## src/rtl/data_ram_arbiter_pkg.sv

```systemverilog
// Shared types and pin-level constants for the data RAM arbiter and its grant picker.
package data_ram_arbiter_pkg;

    localparam int DATA_W = 32;

    typedef enum logic [1:0] {
        ARB_IDLE   = 2'd0,
        ARB_ACCESS = 2'd1,
        ARB_RESP   = 2'd2
    } arb_state_e;

    localparam logic MASTER0 = 1'b0;
    localparam logic MASTER1 = 1'b1;

    localparam logic CHIP_DISABLE  = 1'b0;
    localparam logic CHIP_ENABLE   = 1'b1;
    localparam logic WRITE_DISABLE = 1'b0;
    localparam logic WRITE_ENABLE  = 1'b1;

    localparam logic [DATA_W-1:0] ZERO_WORD = '0;

endpackage

```

## src/rtl/data_ram_rr_pick.sv

```systemverilog
// Combinational grant picker: a live lock wins outright, otherwise round-robin on last_gnt.
module data_ram_rr_pick
    import data_ram_arbiter_pkg::*;
(
    input  logic [1:0] req,
    input  logic       last_gnt,
    input  logic       lock_valid,
    input  logic       lock_owner,
    output logic       gnt_valid,
    output logic       gnt_id
);

    always_comb begin
        gnt_valid = 1'b0;
        gnt_id    = MASTER0;
        // A lock whose owner has gone quiet no longer blocks the other master.
        if (lock_valid && req[lock_owner]) begin
            gnt_valid = 1'b1;
            gnt_id    = lock_owner;
        end else if (req == 2'b11) begin
            gnt_valid = 1'b1;
            gnt_id    = ~last_gnt;
        end else if (req[0]) begin
            gnt_valid = 1'b1;
            gnt_id    = MASTER0;
        end else if (req[1]) begin
            gnt_valid = 1'b1;
            gnt_id    = MASTER1;
        end
    end

endmodule

```

## src/rtl/data_ram_arbiter.sv

```systemverilog
// Two-master arbiter and access sequencer for the 32-bit data RAM; all RAM pins are registered.
//   state      | meaning
//   ARB_IDLE   | arbitrate, latch winner, load RAM pins or flag range error
//   ARB_ACCESS | RAM pins stable; write commits / read captured at closing edge
//   ARB_RESP   | one-cycle ack (and err) to the owner, requests ignored
module data_ram_arbiter
    import data_ram_arbiter_pkg::*;
#(
    parameter int ADDR_W   = 17,
    parameter int DEPTH    = 131071,
    parameter int MAX_LOCK = 8
) (
    input  logic              clk,
    input  logic              rst,
    input  logic              m0_req,
    input  logic              m0_we,
    input  logic              m0_lock,
    input  logic [ADDR_W-1:0] m0_addr,
    input  logic [DATA_W-1:0] m0_data_i,
    output logic              m0_ack,
    output logic              m0_err,
    output logic [DATA_W-1:0] m0_data_o,
    input  logic              m1_req,
    input  logic              m1_we,
    input  logic              m1_lock,
    input  logic [ADDR_W-1:0] m1_addr,
    input  logic [DATA_W-1:0] m1_data_i,
    output logic              m1_ack,
    output logic              m1_err,
    output logic [DATA_W-1:0] m1_data_o,
    output logic              ram_ce,
    output logic              ram_we,
    output logic [ADDR_W-1:0] ram_addr,
    output logic [DATA_W-1:0] ram_data_o,
    input  logic [DATA_W-1:0] ram_data_i
);

    localparam int               CNT_W     = $clog2(MAX_LOCK + 1);
    localparam logic [ADDR_W:0]  DEPTH_V   = (ADDR_W + 1)'(DEPTH);
    localparam logic [CNT_W-1:0] LOCK_LAST = CNT_W'(MAX_LOCK - 1);

    arb_state_e       state;
    logic             owner;
    logic             own_we;
    logic             own_lock;
    logic             last_gnt;
    logic             lock_valid;
    logic             lock_owner;
    logic [CNT_W-1:0] lock_cnt;

    logic              gnt_valid;
    logic              gnt_id;
    logic              sel_we;
    logic              sel_lock;
    logic [ADDR_W-1:0] sel_addr;
    logic [DATA_W-1:0] sel_data;
    logic              sel_in_range;

    logic             enter_resp;
    logic             ent_owner;
    logic             ent_lock;
    logic             ent_err;
    logic             ent_read;
    logic             lock_keep;
    logic [CNT_W-1:0] cnt_base;

    data_ram_rr_pick u_pick (
        .req        ({m1_req, m0_req}),
        .last_gnt   (last_gnt),
        .lock_valid (lock_valid),
        .lock_owner (lock_owner),
        .gnt_valid  (gnt_valid),
        .gnt_id     (gnt_id)
    );

    always_comb begin
        if (gnt_id == MASTER1) begin
            sel_we   = m1_we;
            sel_lock = m1_lock;
            sel_addr = m1_addr;
            sel_data = m1_data_i;
        end else begin
            sel_we   = m0_we;
            sel_lock = m0_lock;
            sel_addr = m0_addr;
            sel_data = m0_data_i;
        end
        sel_in_range = ({1'b0, sel_addr} < DEPTH_V);
    end

    // Response entry happens either from ACCESS or straight from IDLE on a range error.
    always_comb begin
        enter_resp = 1'b0;
        ent_owner  = owner;
        ent_lock   = own_lock;
        ent_err    = 1'b0;
        ent_read   = !own_we;
        if (state == ARB_IDLE) begin
            enter_resp = gnt_valid && !sel_in_range;
            ent_owner  = gnt_id;
            ent_lock   = sel_lock;
            ent_err    = 1'b1;
            ent_read   = 1'b0;
        end else if (state == ARB_ACCESS) begin
            enter_resp = 1'b1;
        end
        cnt_base  = (lock_valid && (lock_owner == ent_owner)) ? lock_cnt : '0;
        lock_keep = ent_lock && (cnt_base < LOCK_LAST);
    end

    always_ff @(posedge clk or posedge rst) begin
        if (rst) begin
            state      <= ARB_IDLE;
            owner      <= MASTER0;
            own_we     <= 1'b0;
            own_lock   <= 1'b0;
            last_gnt   <= MASTER1;
            lock_valid <= 1'b0;
            lock_owner <= MASTER0;
            lock_cnt   <= '0;
            ram_ce     <= CHIP_DISABLE;
            ram_we     <= WRITE_DISABLE;
            ram_addr   <= '0;
            ram_data_o <= ZERO_WORD;
            m0_ack     <= 1'b0;
            m0_err     <= 1'b0;
            m0_data_o  <= ZERO_WORD;
            m1_ack     <= 1'b0;
            m1_err     <= 1'b0;
            m1_data_o  <= ZERO_WORD;
        end else begin
            m0_ack <= 1'b0;
            m0_err <= 1'b0;
            m1_ack <= 1'b0;
            m1_err <= 1'b0;
            case (state)
                ARB_IDLE: begin
                    if (lock_valid && !(lock_owner ? m1_req : m0_req)) begin
                        lock_valid <= 1'b0;
                        lock_cnt   <= '0;
                    end
                    if (gnt_valid) begin
                        owner    <= gnt_id;
                        own_we   <= sel_we;
                        own_lock <= sel_lock;
                        last_gnt <= gnt_id;
                        if (sel_in_range) begin
                            ram_ce     <= CHIP_ENABLE;
                            ram_we     <= sel_we ? WRITE_ENABLE : WRITE_DISABLE;
                            ram_addr   <= sel_addr;
                            ram_data_o <= sel_data;
                            state      <= ARB_ACCESS;
                        end else begin
                            state <= ARB_RESP;
                        end
                    end
                end
                ARB_ACCESS: begin
                    ram_ce <= CHIP_DISABLE;
                    ram_we <= WRITE_DISABLE;
                    state  <= ARB_RESP;
                end
                ARB_RESP: state <= ARB_IDLE;
                default:  state <= ARB_IDLE;
            endcase

            if (enter_resp) begin
                if (ent_owner == MASTER0) begin
                    m0_ack <= 1'b1;
                    m0_err <= ent_err;
                    if (ent_err)       m0_data_o <= ZERO_WORD;
                    else if (ent_read) m0_data_o <= ram_data_i;
                end else begin
                    m1_ack <= 1'b1;
                    m1_err <= ent_err;
                    if (ent_err)       m1_data_o <= ZERO_WORD;
                    else if (ent_read) m1_data_o <= ram_data_i;
                end
                if (lock_keep) begin
                    lock_valid <= 1'b1;
                    lock_owner <= ent_owner;
                    lock_cnt   <= cnt_base + CNT_W'(1);
                end else begin
                    lock_valid <= 1'b0;
                    lock_cnt   <= '0;
                    last_gnt   <= ent_owner;
                end
            end
        end
    end

endmodule
```

## config.mk

```make
export PLATFORM = sky130hd
export DESIGN_NAME = data_ram_arbiter
export DESIGN_NICKNAME = d
export VERILOG_FILES = /design/src/rtl/data_ram_arbiter_pkg.sv /design/src/rtl/data_ram_rr_pick.sv /design/src/rtl/data_ram_arbiter.sv
export SDC_FILE = /design/constraint.sdc
export NUM_CORES = 1
export LEC_CHECK = 0
export CAP_MARGIN = 20
export CORE_MARGIN = 4
export CORE_UTILIZATION = 45
export CTS_CLUSTER_SIZE = 12
export DETAILED_ROUTE_END_ITERATION = 10
export HOLD_SLACK_MARGIN = 0.08
export PLACE_DENSITY = 0.93
export SYNTH_ARGS = -nofsm -noshare
export SYNTH_HDL_FRONTEND = slang
export SYNTH_HIERARCHICAL = 1
export SYNTH_SLANG_ARGS = --single-unit
```

## constraint.sdc

```tcl
create_clock -name clk -period 11.1 [get_ports clk]
set_input_delay 2.22 -clock clk [delete_from_list [all_inputs] [get_ports clk]]
set_output_delay 2.22 -clock clk [all_outputs]
set_load 0.03 [all_outputs]
```

Yosys cells after proc, flatten, opt, wreduce, memory -nomap -nowiden
Index checks and enable logic that the tools add are counted.

Register bits: 131. Output and inout port bits: 119.

Equality and inequality tests: 5. Add/subtract/negate cells: 1. Bitwise operators: 2. Order comparisons: 3. Muxes and demuxes: 52. Reduce and logical (&&, ||, !) cells: 20.

Operators with widths (count): $mux W32 (3); $mux W1 (38); $mux W4 (5); $lt A17 B17 Y1 const B (1); $mux W17 (1); $reduce_and A3 Y1 (4); $reduce_bool A2 Y1 (4); $reduce_and A2 Y1 (3); $logic_and A1 B1 Y1 (5); $add A4 B1 Y4 const B (1); $lt A4 B3 Y1 const B (1); $mux W2 (2); $ne A2 B2 Y1 const B (2); $pmux W1 S2 (2); $pmux W2 S2 (1); $logic_not A1 Y1 (3); $eq A2 B1 Y1 const B (1); $eq A2 B2 Y1 const B (1); $logic_not A2 Y1 (1); $lt A1 B2 Y1 const B (1); $not A1 Y1 (2); $eq A1 B1 Y1 (1).

Logic depth before layout (Yosys ltp)
Gate-level depths: netlist (run 1).

Word-level depth: 12. Depth in mapped cells: 13. Gate-level depth less buffers: 12.

Cells and area by module
The synthesis (run 1) kept the hierarchy.

By module, submodules not included: data_ram_arbiter (cells an instance 467, times used 1, area each 5577.8 sq um); data_ram_rr_pick (cells an instance 5, times used 1, area each 26.3 sq um).

Worst setup path after synthesis (run 1)
OpenSTA, ideal clock, no wires.

Kind: input to register. Start: in m1_req. End: reg lock_owner. Path buffers: 1. Arrival time: 4.267 ns. Path slack: 6.753 ns. Stages: 12. Cell sequence: inv_1 > a31oi_1 > buf_6 > or3b_4 > nand3_1 > a21boi_2 > and2_1 > ha_1 > a21o_1 > a21boi_0 > a21boi_2 > mux2i_1.

Cells in the longest elaborated chain, start to end: 11. Elaborated cells on any way between the ends: 25.

Ends and longest elaborated chain: start: declaration (RTL line data_ram_arbiter.sv:23) `input logic m1_req,`; $mux W1, on equally long branches (RTL line data_ram_rr_pick.sv:26, data_ram_rr_pick.sv:17); $mux W1, on equally long branches (RTL line data_ram_rr_pick.sv:23, data_ram_rr_pick.sv:17); $mux W1 / $logic_and A1 B1 Y1 (equally long branches) (RTL line data_ram_rr_pick.sv:20, data_ram_rr_pick.sv:17); $mux W1 * (RTL line data_ram_rr_pick.sv:17) `if (lock_valid && req[lock_owner]) begin`; via gnt_id (RTL line data_ram_arbiter.sv:52) `logic gnt_id;`; parallel branches: the longest is 7 deep, another holds $lt A17 B17 Y1; end signal: assignment (RTL line data_ram_arbiter.sv:181) `lock_owner <= ent_owner;`; end: declaration (RTL line data_ram_arbiter.sv:48) `logic lock_owner;`.

Mark *: on every way through the listed nets, which the timed path passes. The select of a mux whose other input is x is not followed. A chain may end at the register's enable or synchronous reset.

Worst setup path in the final report (run 1)
Ends and elaborated chain as after synthesis.

==> metrics.md, run 1 <==
| Metric | Value |
|---|---|
| Yosys reg bits | `~130` |
| Synth warn | `6` |
| Clock share of power | `21.0%` |
| Leading area contributor after synthesis | `dfrtp_1` |
| GRT Total Usage | `25.7%` |
| Sequential power share | `28.5%` |
| Vias after detailed routing | `5084` |
| Setup CP Type | `input port to flop` |
| Via density | `5.66` |
| Sink Count | `131` |
| Worst Skew | `0.00922 ns` |
| FMAX | `184 MHz` |
| Cell row count | `40` |
| Initial DRT Pass Iterations | `7` |
| Worst hold path type | `flop to flop` |
| Initial Utilization | `a little under half` |
| Total of max-cap violations | `0` |
| Largest net degree at the start of global routing | `100` |
| I/O Buffers | `between 200 and 300` |
| Clock Latency Late Sink | `0.41 ns` |
| Final WL | `18500 um` |
| Netlist cell types | `39` |
| VDD IR max | `0.000185 V` |
| Most frequent cells after synthesis | `130 x dfrtp_1, 66 x a32o_1, 56 x nor2_1, 54 x a21oi_1, 51 x mux2i_1` |
| Total grt overflow | `0` |
| CTS Root Cell | `clkbuf_16` |
| Final Non-Filler Cells | `approximately 900` |
| Pwr/cell area | `about 330 nW/um^2` |
| Seq/Total Area, Yosys | `58.5%` |
| RSZ-0062 raised after global routing | `no` |
| FILL cells | `about 800` |
| Routed wire per std cell | `20.6 um` |
| Gp weighted congestion | `0.877` |
| Clock buffer count from CTS | `17` |
| # diodes | `0` |
| Ports | `257` |
| Status | `completed` |
| Switching Share | `about 41%` |
| Vias in the first global route | `5297` |
| Comb power frac | `50.5%` |
| Most instantiated library cell after synthesis | `dfrtp_1` |
| Global-route wire length before repair | `roughly 29000 um` |
| CP Capture Type | `flop` |
| Antenna-violating nets left | `0` |
| Net Switching | `1.21 mW` |
| Residual DRC | `0` |
| Share of cells above drive strength 1 | `approximately 7.3%` |
| Fin crit period | `5.44 ns` |
| Post-synthesis instance total | `472` |
| CTS H-tree lvls | `4` |
| DRT iter0 DRCs | `460` |
| Post-synth ARST share | `100%` |
| Die Area | `14300 um^2` |
| Leakage | `3.76 nW` |
| Setup TNS | `0 ns` |
| Syn avg cell area | `11.9 um^2` |
| Hold Fails Final Rpt | `0` |
| Clk pin slew, worst setup/hold paths | `about 0.060 ns` |
| Most used DFF post-synth | `dfrtp_1` |
| WP data required | `11.44 ns` |
| Max Fanout on Critical Path | `between 60 and 70` |
| PostCTS Resize Cnt | `0` |
| Post-synth EDFFs | `0` |
| NumNets Final | `around 860` |
| Slew HR | `36.4%` |
| Critical path arrival | `5.78 ns` |
| Tcrit/Tclk final | `49.0%` |
| Mapped Area | `5600 um^2` |
| Final Core Density | `74.5%` |
| Postcts setup bufs | `0` |
| Syn-to-layout area delta | `61.0%` |
| Setup crit start kind | `input port` |
| Placed Cells incl. Taps | `866` |
| Top-area cell type share of the netlist area | `58.0%` |
| Setup Viol. Count Final | `0` |
| Area contributors post-synth | `dfrtp_1 58%, a32o_1 12%, mux2i_1 9.1%, a21oi_1 4.8%, nor2_1 3.8%` |
| Hold-fix buffers, CTS | `0` |
| Width of the die | `120 um` |
| Die height | `120 um` |
| Core footprint | `12100 um^2` |
| Pint | `1.73 mW` |
| Longest Clk Path Bufs | `2` |
| Slew @ Worst Pin | `0.954 ns` |
| TritonCTS clock tree | `done` |
| Dpl hpwl | `13200 um` |
| Antenna violations before repair | `0` |
| Max-slew violations | `0` |
| Syn_nets | `611` |
==> flip-flops by register name, indices dropped and copies added, names as in the netlist <==
| name | count |
|---|---|
| own_lock | 1 |
| lock_owner | 1 |
| lock_valid | 1 |
| m1_ack | 1 |
| last_gnt | 1 |
| ram_we | 1 |
| m0_data_o | 32 |
| ram_data_o | 32 |
| state | 2 |
| ram_addr | 17 |
| ram_ce | 1 |
| m1_data_o | 32 |
| own_we | 1 |
| m0_err | 1 |
| owner | 1 |
| m1_err | 1 |
| lock_cnt | 4 |
| m0_ack | 1 |
==> logic make-up (layout without fill, tap and decap cells) <==
| kind of cell | after synthesis | after routing | share of synthesized area, % |
|---|---|---|---|
| AOI/OAI and AO/OA | 147 | 147 | 20.7 |
| adders and majority gates | 1 | 1 | 0.223 |
| buffers and inverters | 43 | 302 | 3.30 |
| DFF | 131 | 131 | 58.5 |
| muxes | 51 | 51 | 9.11 |
| and+or+nand+nor | 99 | 99 | 8.17 |
==> final cells by class <==
| type | count | area (um^2) | area share (%) |
|---|---|---|---|
| clock buffers | 22 | 474 | 5.26 |
| clock inverters | 9 | 176 | 1.96 |
| multi-input cells | 298 | 2170 | 24.0 |
| flip-flops and latches | 131 | 3280 | 36.4 |
| repair buffers | 265 | 2690 | 29.8 |
| well taps | 168 | 210 | 2.33 |
| inverters | 6 | 25.0 | 0.277 |
==> per-layer routing <==
metal  global-route usage, %  share of wire [%]  wire length [um]
met5                       0                  0                 0
met4                    12.2                3.8               699
met3                    6.55                6.6              1210
met2                    46.0                 54             10000
met1                    28.5                 36              6580
==> power by group through the flow <==
stage	clock (mW)	sequential (mW)	combinational, mW
2_1_floorplan	0	1.21	0.471
3_3_place_gp	0	0.820	1.41
3_5_place_dp	0	0.836	1.46
4_1_cts	0.621	0.835	1.47
5_1_grt	0.644	0.860	1.56
6_report	0.616	0.836	1.48
==> per-stage QoR <==
step | area [um^2] | worst slack (ns) | power, mW | hold WS, ns
after global placement | 8290 | 5.14 | 2.23 | 0.462
after floorplan | 5600 | 5.38 | 1.68 | 0.441
after global routing | 9020 | 5.47 | 3.06 | 0.501
after CTS | 8970 | 5.55 | 2.93 | 0.494
after detailed placement | 8320 | 5.10 | 2.30 | 0.476
final | 9020 | 5.66 | 2.94 | 0.490
==> critical path, stage by stage <==
cell and delay [ns]:
clkdlybuf4s50_1 0.50, inv_1 0.07, a31oi_4 0.13, buf_4 0.72, or3b_4 0.49, nand3_1 0.11
a21boi_2 0.09, and2_1 0.17, ha_1 0.23, a21o_1 0.19, a21boi_0 0.28, a21boi_2 0.36
mux2i_1 0.22
==> path summary, 6_finish.rpt <==
kind,from,end,slack [ns],cells after the start
setup reg to reg,lock_valid,lock_owner,7.32,12
setup / recovery,m1_req,lock_owner,5.66,13
hold / removal,m0_data_o[23],m0_data_o[23],0.49,1
hold reg to reg,m0_data_o[23],m0_data_o[23],0.49,1
max in group asynchronous,rst,last_gnt,7.81,4
min in group asynchronous,rst,ram_data_o[13],2.25,2
==> layout by cell type (no fill, tap or decap), drive strengths merged <==
cell type,Yosys,layout
nor2,56,56
buf,12,9
and2,4,4
mux2i,51,51
a22o,4,4
clkinvlp,0,1
nand4b,1,1
a21o,5,5
and3,3,3
nor3,1,1
nand2,11,11
a31oi,2,2
dfrtp,130,130
nor2b,3,3
dfstp,1,1
clkbuf,25,22
ha,1,1
nand3b,1,1
or3b,1,1
clkinv,0,3
clkdlybuf4s50,0,256
and4b,1,1
o21a,1,1
a22oi,3,3
a21oi,55,55
a32o,66,66
or2,4,4
bufinv,0,5
a21boi,5,5
inv,6,6
nand4,3,3
o21ai,6,6
nand3,8,8
nand2b,2,2
Note: power is estimated with default switching activity, not from simulation.
==> inputs of run 2 (changes only) <==
--- a/config.mk
+++ b/config.mk
@@ -7,11 +7,11 @@
 export LEC_CHECK = 0
 export CAP_MARGIN = 20
 export CORE_MARGIN = 4
-export CORE_UTILIZATION = 45
+export CORE_UTILIZATION = 38
 export CTS_CLUSTER_SIZE = 12
 export DETAILED_ROUTE_END_ITERATION = 10
 export HOLD_SLACK_MARGIN = 0.08
-export PLACE_DENSITY = 0.93
+export PLACE_DENSITY = 0.84
 export SYNTH_ARGS = -nofsm -noshare
 export SYNTH_HDL_FRONTEND = slang
 export SYNTH_HIERARCHICAL = 1
==> constraint.sdc (replaced) <==
create_clock -name clk -period 4.39 [get_ports clk]
set_input_delay 0.878 -clock clk [delete_from_list [all_inputs] [get_ports clk]]
set_output_delay 0.878 -clock clk [all_outputs]
set_load 0.03 [all_outputs]
==> run 2 against run 1 <==
Effect of this change: count of clock-buffer cells in the layout is 5 lower; worst setup slack worse by 4.6 ns; combinational power grew to 2.5 times the previous value; utilization is 13 points lower; sequential share of layout area is 0.33 points higher; highest routed layer is now met5.
==> metrics.md, run 2 (synthesis gave the netlist of run 1 again) <==
| Metric | Value |
|---|---|
| Setup crit start kind | `input port` |
| Hold Fails Final Rpt | `0 (unchanged)` |
| Crit path largest cell delay | `0.50 ns (-0.22 ns)` |
| FMAX | `302 MHz` |
| CTS H-tree lvls | `4 (unchanged)` |
| GRT Total Usage | `20.6% (-5.1 points)` |
| Largest net degree at the start of global routing | `97 (-3.0%)` |
| Capture point of the worst reg-to-reg path | `lock_owner` |
| Hold-fix buffers, CTS | `0 (unchanged)` |
| R2R depth | `11 (-1)` |
| Max-slew violations | `0 (unchanged)` |
| Setup TNS | `0 ns (unchanged)` |
| Global-route wire length before repair | `27000 um (-5.4%)` |
| Die height | `129 um (+8.2%)` |
| CP Capture Type | `flop` |
| Routed wire per std cell | `19.3 um (-6.2%)` |
| Dpl hpwl | `12800 um (-3.4%)` |
| DRT iter0 DRCs | `299 (-35%)` |
| I/O Buffers | `256 (unchanged)` |
| Worst hold path type | `flop to flop` |
| Initial DRT Pass Iterations | `4 (-3)` |
| RSZ-0062 raised after global routing | `no` |
| Critical path arrival | `3.64 ns (-2.14 ns)` |
| Critical-path top delay cell | `clkdlybuf4s50_1` |
| Largest delay contributor family on the critical path | `compound AO/OA/AOI/OAI gates` |
| Pwr/cell area | `802 nW/um^2 (+150%)` |
| Slew HR | `53.0% (+17 points)` |
| WP data required | `4.72 ns (-6.72 ns)` |
| Placed Cells incl. Taps | `884 (+2.1%)` |
| VDD IR max | `0.000375 V (+100%)` |
| Width of the die | `129 um (+8.2%)` |
| Hold path depth | `2 (+1)` |
| Cell row count | `44 (+10%)` |
| Status | `completed` |
| Clk pin slew, worst setup/hold paths | `0.06 ns (about the same)` |
| Hold Crit Start | `owner` |
| Total chip power | `7.17 mW (+140%)` |
| Core footprint | `14500 um^2 (+20%)` |
| Longest Clk Path Bufs | `2 (unchanged)` |
| Via density | `5.38 (-4.9%)` |
| Initial Utilization | `38.7% (-7.6 points)` |
| Clock Latency Late Sink | `0.42 ns (about the same)` |
| Post-route design area | `8940 um^2 (-0.90%)` |
| NumNets Final | `858 (unchanged)` |
| Antenna violations before repair | `2 (+2)` |
| TritonCTS clock tree | `done` |
| Die Area | `16800 um^2 (+17%)` |
| PostCTS Resize Cnt | `0 (unchanged)` |
| Crit-path cells | `clkdlybuf4s50_1 > inv_1 > a31oi_4 > or3b_4 > nand3_1 > a21boi_2 > and2_1 > ha_1 > a21o_1 > a21boi_0 > a21boi_2 > mux2i_1` |
| Setup Viol. Count Final | `0 (unchanged)` |
| Fin crit period | `3.31 ns` |
| Commonest non-fill, non-tap cells in the layout | `256 x clkdlybuf4s50_1, 130 x dfrtp_1, 66 x a32o_1, 55 x nor2_1, 54 x a21oi_1` |
| Leakage | `3.70 nW (-1.4%)` |
| Hold Path Sink | `owner` |
| Placed cell area | `8360 um^2 (+0.48%)` |
| Tcrit/Tclk final | `75.4%` |
| WP buf/inv | `2 (-1)` |
| Final Core Density | `61.7% (-13 points)` |
| Total of max-cap violations | `0 (unchanged)` |
| Postcts setup bufs | `0 (unchanged)` |
| Vias in the first global route | `5126 (-3.2%)` |
| Total grt overflow | `0 (unchanged)` |
| Antenna-violating nets left | `0 (unchanged)` |
| Slew @ Worst Pin | `0.705 ns (-0.249 ns)` |
| Syn-to-layout area delta | `59.5%` |
| Final WL | `17700 um (-4.4%)` |
| Share of cells above drive strength 1 | `7.52% (+0.27 points)` |
| Gp weighted congestion | `0.802 (-8.5%)` |
| Biggest regs | `m0_data_o (32), m1_data_o (32), ram_data_o (32)` |
| Residual DRC | `0 (unchanged)` |
| Max Fanout on Critical Path | `5 (-92%)` |
| Most frequent CP cell | `a21boi_2` |
| Setup CP Type | `input port to flop` |
| Vias after detailed routing | `4926 (-3.1%)` |
| CTS Root Cell | `clkbuf_16` |
| Most common cell after layout, fill and taps aside | `clkdlybuf4s50_1` |
| Final Non-Filler Cells | `916 (+1.9%)` |
| R2r setup slk | `1.43 ns (-5.89 ns)` |
| Clock buffer count from CTS | `17 (unchanged)` |
| Ports | `257 (unchanged)` |
| Sink Count | `131 (unchanged)` |
| FF-to-FF Start | `lock_valid` |
| Worst Skew | `0.0112 ns (+0.00195 ns)` |
run 2: changes by cell type in the layout (fill, tap and decap cells not counted), sizes merged:
cell,previous run,this run
diode,0,1
clkinvlp,1,3
inv,6,9
clkinv,3,6
bufinv,5,2
clkbuf,22,17
run 2: layer usage:
| metal | share of wire [%] | vias to the layer above | global-route usage [%] |
|---|---|---|---|
| met3 | 6.0 | 54 | 5.85 |
| li1 | - | 2269 | - |
| met4 | 4.4 | 2 | 11.4 |
| met2 | 53 | 190 | 35.9 |
| met5 | 0.068 | - | 0 |
| met1 | 37 | 2411 | 22.7 |
run 2: through the flow:
step	hold slack (ns)	setup slack, ns
floorplan	0.441	0.0160
global placement	0.459	0.901
detailed placement	0.461	0.700
CTS	0.477	1.11
global route	0.496	0.963
finish	0.480	1.08
run 2: area by class of cell:
cell class	count	area (um^2)
clock buffer	17	425
tap	184	230
multi-input combinational	298	2170
inverter	6	25.0
antenna	1	2.50
clock inverter	14	156
sequential	131	3280
timing repair buffer	265	2660
fill	1080	5540
run 2: power by group:
group          total, mW  internal (mW)  switching (mW)  leakage (nW)
clock network       1.39          0.840           0.549         0.278
logic               3.70           1.53            2.18          1.85
registers           2.08           1.77           0.315          1.57
run 2: worst min-delay path, stage by stage (launching register included):
cell	delay, ns
dfrtp_1	0.34
nand2_1	0.05
nand2_1	0.06
run 2: worst max path at each step:
stage	startpoint	end	slack [ns]	depth (start not counted)
after floorplan	rst	lock_cnt[0]	0.02	1
after global placement	m1_req	m1_data_o[12]	0.90	11
after detailed placement	m1_req	lock_owner	0.70	12
after CTS	m1_req	lock_owner	1.11	12
after global routing	m1_req	lock_owner	0.96	12
final	m1_req	lock_owner	1.08	12
